File: config.mk
export PLATFORM = sky130hd
export DESIGN_NAME = fetch_txn_sequencer
export DESIGN_NICKNAME = d
export VERILOG_FILES = /design/src/rtl/fetch_txn_sequencer_pkg.sv /design/src/rtl/fetch_rr_arbiter.sv /design/src/rtl/fetch_txn_sequencer.sv
export SDC_FILE = /design/constraint.sdc
export NUM_CORES = 1
export LEC_CHECK = 0
export BUFFER_PORTS_ARGS = -buffer_cell sky130_fd_sc_hd__buf_4
export CAP_MARGIN = 20
export CORE_MARGIN = 2
export CORE_UTILIZATION = 26
export CTS_CLUSTER_SIZE = 10
export DETAILED_ROUTE_END_ITERATION = 10
export GPL_TIMING_DRIVEN = 0
export PLACE_DENSITY = 0.53
export SLEW_MARGIN = 0
export SYNTH_ARGS = -nofsm -noshare
export SYNTH_HDL_FRONTEND = slang
export SYNTH_SLANG_ARGS = --single-unit
File: constraint.sdc
create_clock -name ACLK -period 5.9 [get_ports ACLK]
set_input_delay 0.885 -clock ACLK [delete_from_list [all_inputs] [get_ports ACLK]]
set_output_delay 0.885 -clock ACLK [all_outputs]
set_load 0.05 [all_outputs]
File: src/rtl/fetch_txn_sequencer_pkg.sv
`default_nettype none
// ============================================================================
// Module   : fetch_seq_pkg
// Purpose  : Shared types and round-robin pick for the fetch txn sequencer.
// Revision : 1.0 - initial release
// ============================================================================
package fetch_seq_pkg;

   localparam int MAX_CH = 8;

   typedef enum logic [1:0] {
      S_IDLE = 2'd0,
      S_INIT = 2'd1,
      S_WAIT = 2'd2,
      S_RESP = 2'd3
   } state_t;

   typedef enum logic [1:0] {
      ST_OK      = 2'b00,
      ST_ERR     = 2'b01,
      ST_TIMEOUT = 2'b10
   } status_t;

   typedef struct packed {
      logic       found;
      logic [2:0] idx;
   } rr_pick_t;

   // First requester at or after ptr, wrapping modulo n (ptr < n assumed).
   function automatic rr_pick_t rr_pick(input logic [MAX_CH-1:0] req,
                                        input logic [2:0]        ptr,
                                        input logic [3:0]        n);
      rr_pick_t   r;
      logic [3:0] c;
      r = '0;
      for (int k = 0; k < MAX_CH; k++) begin
         c = {1'b0, ptr} + 4'(k);
         if (c >= n) c = c - n;
         if (!r.found && (4'(k) < n) && req[c[2:0]]) begin
            r.found = 1'b1;
            r.idx   = c[2:0];
         end
      end
      return r;
   endfunction

endpackage
`default_nettype wire

File: src/rtl/fetch_rr_arbiter.sv
`default_nettype none
// ============================================================================
// Module   : fetch_rr_arbiter
// Purpose  : Round-robin one-hot grant from a request vector and a pointer.
// Revision : 1.0 - initial release
// ============================================================================
module fetch_rr_arbiter #(
   parameter int NUM_CH = 2,
   parameter int AW     = 1
) (
   input  logic [NUM_CH-1:0] i_req,
   input  logic [AW-1:0]     i_ptr,
   input  logic              i_en,
   output logic [NUM_CH-1:0] o_grant,
   output logic [AW-1:0]     o_idx,
   output logic              o_any
);
   import fetch_seq_pkg::*;

   logic [MAX_CH-1:0] w_req_ext;
   rr_pick_t          w_pick;

   assign w_req_ext = MAX_CH'(i_req);
   assign w_pick    = rr_pick(w_req_ext, 3'(i_ptr), 4'(NUM_CH));

   assign o_any   = i_en & w_pick.found;
   assign o_idx   = AW'(w_pick.idx);
   assign o_grant = o_any ? (NUM_CH'(1) << w_pick.idx) : '0;

endmodule
`default_nettype wire

File: src/rtl/fetch_txn_sequencer.sv
`default_nettype none
// ============================================================================
// Module   : fetch_txn_sequencer
// Purpose  : Round-robin sequencing of AXI master init/done/error handshakes.
// Revision : 1.0 - initial release
// ============================================================================
module fetch_txn_sequencer #(
   parameter int NUM_CH            = 2,
   parameter int INIT_PULSE_CYCLES = 2,
   parameter int TIMEOUT_CYCLES    = 4096,
   parameter int CNT_W             = 16,
   localparam int AW               = (NUM_CH > 1) ? $clog2(NUM_CH) : 1
) (
   input  logic                ACLK,
   input  logic                ARESET,
   input  logic                enable,
   input  logic [NUM_CH-1:0]   req_valid,
   output logic [NUM_CH-1:0]   req_ready,
   output logic [NUM_CH-1:0]   init_axi_txn,
   input  logic [NUM_CH-1:0]   txn_done,
   input  logic [NUM_CH-1:0]   txn_error,
   output logic [NUM_CH-1:0]   rsp_valid,
   output logic [2*NUM_CH-1:0] rsp_status,
   output logic                busy,
   output logic [AW-1:0]       active_ch,
   output logic [CNT_W-1:0]    ok_cnt,
   output logic [CNT_W-1:0]    err_cnt
);
   import fetch_seq_pkg::*;

   localparam int PW = (INIT_PULSE_CYCLES > 1) ? $clog2(INIT_PULSE_CYCLES) : 1;
   localparam int TW = $clog2(TIMEOUT_CYCLES);

   state_t              r_state;
   state_t              w_state_nxt;
   logic [AW-1:0]       r_ptr;
   logic [AW-1:0]       r_active;
   logic [PW-1:0]       r_pcnt;
   logic [TW-1:0]       r_timer;
   logic [NUM_CH-1:0]   r_done_q;
   logic [2*NUM_CH-1:0] r_status;
   logic [CNT_W-1:0]    r_ok;
   logic [CNT_W-1:0]    r_err;

   logic [NUM_CH-1:0]   w_grant;
   logic [AW-1:0]       w_win_idx;
   logic                w_any;
   logic                w_arb_en;
   logic [NUM_CH-1:0]   w_edge;
   logic                w_cmpl;
   logic                w_tmo;
   logic                w_finish;
   logic [NUM_CH-1:0]   w_active_oh;
   logic [NUM_CH-1:0]   w_init;
   logic [NUM_CH-1:0]   w_rsp;
   status_t             w_new_status;

   assign w_arb_en = enable & ~ARESET & (r_state == S_IDLE);

   fetch_rr_arbiter #(
      .NUM_CH (NUM_CH),
      .AW     (AW)
   ) u_arb (
      .i_req   (req_valid),
      .i_ptr   (r_ptr),
      .i_en    (w_arb_en),
      .o_grant (w_grant),
      .o_idx   (w_win_idx),
      .o_any   (w_any)
   );

   // Only a rising edge counts, so a TXN_DONE left high from the last
   // transaction cannot complete the next one.
   assign w_edge       = txn_done & ~r_done_q;
   assign w_cmpl       = w_edge[r_active];
   assign w_tmo        = (r_timer == TW'(TIMEOUT_CYCLES - 1));
   assign w_finish     = (r_state == S_WAIT) && (w_cmpl || w_tmo);
   assign w_active_oh  = NUM_CH'(1) << r_active;
   assign w_new_status = w_cmpl ? (txn_error[r_active] ? ST_ERR : ST_OK) : ST_TIMEOUT;

   always_ff @(posedge ACLK) begin
      if (ARESET) r_state <= S_IDLE;
      else        r_state <= w_state_nxt;
   end

   always_comb begin
      w_state_nxt = r_state;
      w_init      = '0;
      w_rsp       = '0;
      case (r_state)
         S_IDLE: if (w_any) w_state_nxt = S_INIT;
         S_INIT: begin
            w_init = w_active_oh;
            if (r_pcnt == PW'(INIT_PULSE_CYCLES - 1)) w_state_nxt = S_WAIT;
         end
         S_WAIT: if (w_cmpl || w_tmo) w_state_nxt = S_RESP;
         S_RESP: begin
            w_rsp       = w_active_oh;
            w_state_nxt = S_IDLE;
         end
         default: w_state_nxt = S_IDLE;
      endcase
   end

   always_ff @(posedge ACLK) begin
      if (ARESET) begin
         r_ptr    <= '0;
         r_active <= '0;
         r_pcnt   <= '0;
         r_timer  <= '0;
         r_done_q <= '0;
         r_status <= '0;
         r_ok     <= '0;
         r_err    <= '0;
      end else begin
         r_done_q <= txn_done;
         if (w_any) begin
            r_active <= w_win_idx;
            r_ptr    <= (w_win_idx == AW'(NUM_CH - 1)) ? '0 : w_win_idx + 1'b1;
         end
         r_pcnt  <= (r_state == S_INIT) ? r_pcnt + 1'b1 : '0;
         r_timer <= (r_state == S_WAIT) ? r_timer + 1'b1 : '0;
         // Status and counters are updated entering RESP so they are
         // already visible alongside rsp_valid.
         if (w_finish) begin
            r_status[2*r_active +: 2] <= w_new_status;
            if (w_new_status == ST_OK) begin
               if (r_ok != '1) r_ok <= r_ok + 1'b1;
            end else begin
               if (r_err != '1) r_err <= r_err + 1'b1;
            end
         end
      end
   end

   assign req_ready    = w_grant;
   assign init_axi_txn = w_init;
   assign rsp_valid    = w_rsp;
   assign rsp_status   = r_status;
   assign busy         = (r_state != S_IDLE);
   assign active_ch    = r_active;
   assign ok_cnt       = r_ok;
   assign err_cnt      = r_err;

endmodule
`default_nettype wire

==> flow_metrics.tcl <==
set metrics [dict create \
    multi_input_comb_area_um2 1540 \
    fp.dieH_um 107 \
    period_share 0.474 \
    worst_path_largest_cell_delay_ps 240 \
    minimum_period_implied_by_the_final_worst_setup_slack_ps 2800 \
    grt.overflow.total 0 \
    min_delay_path_depth 2 \
    yosys_register_bits 55 \
    area_growth_pct 23.3 \
    seq_cell_area_um2 1100 \
    synth_enable_flop_cells 0 \
    hpwl_dp_um 5110 \
    reg2reg_to "err_cnt[10]$_SDFFE_PP0P_" \
    vias 2446 \
    setup.worst_path.end_class "primary output" \
    critPathArrivalTime_ps 1910 \
    ff2ff_path_depth 7 \
    max-clock-path-buffers 2 \
    total_of_hold_buffers_inserted_after_clock_tree_synthesis 0 \
    tritoncts "done" \
    cts_setup_buffers 0 \
    placementRows 37 \
    timing_worst_slew_pin_value_ps 994 \
    timing.hold.ws_ps 469 \
    drt-vias-per-instance 4.77 \
    worstPathRequired_ps 5020 \
    timing_max_transition_violations_final 0 \
    antenna_viol_nets_final 0 \
    cts.root.buffer_cell "clkbuf_8" \
    tritoncts.num_buffers 5 \
    tns_ps 0 \
    post_synth_instance_area_um2 2760 \
    finish.instance_area_um2 3400 \
    die_w_um 107 \
    postSynthCellCount 318 \
    worstSkewPairLatency_ps 310 \
    yosysSeqAreaShare 0.399 \
    power_density_nw_per_um2 220 \
    finalSetupViolCount 0 \
    drt-total-wl_um 6890 \
    layout.filler_cells 1087 \
    power_leakage_uw 0.00126 \
    slowest_stage "and3_1" \
    clk_transition_reported_paths_ps 110 \
    hold_violation_total_from_the_final_report 0 \
    dominantRegCellSynth "dfxtp_1" \
    synth_async_sr_flop_share 0 \
    floorplan.core_area_um2 10300 \
    register_to_register_setup_slack_ps 3510 \
    min_path_type "flop to flop" \
    tritoncts_num_sinks 55 \
    first_global_vias 2442 \
    maximum_capacitance_violations 0 \
    list_of_most_frequent_post_synthesis_cells "55 x dfxtp_1, 38 x nor2_1, 23 x nand2_1, 15 x a21oi_1, 14 x nand3_1" \
    critical_path_class "primary input to primary output" \
    start_util 0.267 \
    synth.most_common_cell "dfxtp_1" \
    post_synth.cell_area_avg_um2 8.68 \
    die_outline_area_um2 11500 \
    diodes 0 \
    grt_start_max_net_pins 18 \
    worst-path-max-fanout 8 \
    crit_chain "clkbuf_1 -> inv_1 -> and3_1 -> nand2_1 -> a21oi_1 -> buf_4" \
    numPlacedInstances 505 \
    drive_above_1_share 0.183 \
    ys.warnings.count 0 \
    worst_hold_startpoint "rsp_status[3]$_SDFFE_PP0P_" \
    drc 0 \
    gp_routability_congestion 0.776 \
    worst_ir_drop_vdd_v 0.0000930 \
    dpl-instance-area_um2 3310 \
    synth_area_leader_cell "dfxtp_1" \
    startpoint_type "primary input" \
    dr.first_iter.drc_count 61 \
    cts_resized 0 \
    post-route-util 0.330 \
    top_usage_layer "met2" \
    wl_per_cell_um 13.4 \
    number_of_antenna_violations_at_the_first_check_in_global_routing 0 \
    io_pins 53 \
    globalRouteMet3Util 0.0255 \
    finalNetCount 392 \
    grt_pass1_wl_um 11600 \
    io_buffers 51 \
    whs_endpoint "rsp_status[3]$_SDFFE_PP0P_" \
    track_usage 0.126 \
    rr_startpoint "err_cnt[1]$_SDFFE_PP0P_" \
    htree_num_levels 2 \
    crit_buf_inv 3 \
    firstDrtPassIters 4 \
    synthTopCellsByArea "dfxtp_1 40%, nor2_1 5.2%, xnor2_1 3.5%" \
    setup_repair_after_global_routing_missed_its_margin "false" \
    top_family_by_delay_on_critical_path "buffers and inverters" \
    worst_skew_ps 9.83 \
    max_freq_mhz 357 \
    use_met1 0.162 \
    ys_types 47 \
    synthesis.nets 334 \
    global_route.usage.met2 0.207 \
    relSlewSlack 0.331 \
    run_status "completed" \
    layoutNonFillerInstCount 513 \
    synthDominantCellAreaShare 0.399 \
]
## worst register-to-register path: stages (launching register included)
cell      delay (ps)
dfxtp_1          450
ha_1             230
and2_1           170
nand4_1          260
nor2_1           330
clkbuf_1         400
nor4_1           120
mux2_1           320
## per-stage QoR
| stage | setup slack (ps) | power (uW) |
|---|---|---|
| floorplan | 2830 | 500 |
| finish | 3100 | 749 |
| detailed placement | 3100 | 542 |
| CTS | 3090 | 761 |
| global route | 2990 | 786 |
| global placement | 3100 | 539 |
## per-layer routing
layer | vias to the layer above | part of all wire
met5 | - | 0
met4 | 0 | 0.019
met3 | 11 | 0.046
met2 | 55 | 0.46
met1 | 1120 | 0.47
li1 | 1260 | -
## cells in the final DEF, fill, tap and decap left out, types with 3 or more instances in the layout
cell	netlist	routed
nor2b_1	11	11
xnor2_1	11	11
mux2i_1	7	7
inv_1	13	13
xor2_1	8	8
o41ai_1	3	3
and3_1	7	7
nand4_1	6	6
o21ai_0	5	5
nor4_1	10	10
o211ai_1	3	3
o2111ai_1	5	5
o31ai_1	3	3
clkbuf_1	9	10
nor2_1	38	38
or3_1	5	5
mux2_1	4	4
a211oi_1	5	5
and4_1	5	5
dfxtp_1	55	55
or4_1	5	5
buf_4	0	51
and2_1	7	7
nand2_1	23	23
a311oi_1	3	3
a21oi_1	15	15
ha_1	7	7
nand3_1	14	14
clkbuf_8	0	5
nor3_1	7	7
## logic make-up (layout without fill, tap and decap cells)
kind of cell	Yosys count	count (layout)	share of synthesized area
adder cells (fa/ha/maj)	7	7	0.0317
XOR/XNOR	19	19	0.0603
multiplexers	12	12	0.0467
buffers and inverters	26	85	0.0417
AND/OR/NAND/NOR	148	148	0.286
flip-flops	55	55	0.399
AO/OA/AOI/OAI	51	51	0.135
## worst max path at each step
stage,startpoint,to,slack [ps],cells after the start
3_5_place_dp,ARESET,req_ready[1],3100,6
3_3_place_gp,ARESET,req_ready[1],3100,6
6_report,ARESET,req_ready[1],3100,6
5_1_grt,ARESET,req_ready[1],2990,6
2_1_floorplan,ARESET,req_ready[1],2830,5
4_1_cts,ARESET,req_ready[1],3090,6
## flip-flops by register name (all words and copies together), names as in the netlist
name	flops
err_cnt	16
ok_cnt	16
r_timer	12
rsp_status	4
r_done_q	2
r_state	2
active_ch	1
r_pcnt	1
r_ptr	1
## where the power goes
part           internal (uW)  switching [uW]
logic                   47.5            93.0
clock network           85.8             132
registers                382            8.98
## cell type report
class                      count  area share
tap                          136      0.0500
sequential                    55       0.324
timing repair buffer          51       0.113
clock inverter                 2     0.00478
inverter                      13      0.0143
clock buffer                   6      0.0213
multi-input combinational    237       0.454
buffer                        13      0.0195
Power figures use the tool's default switching activity.
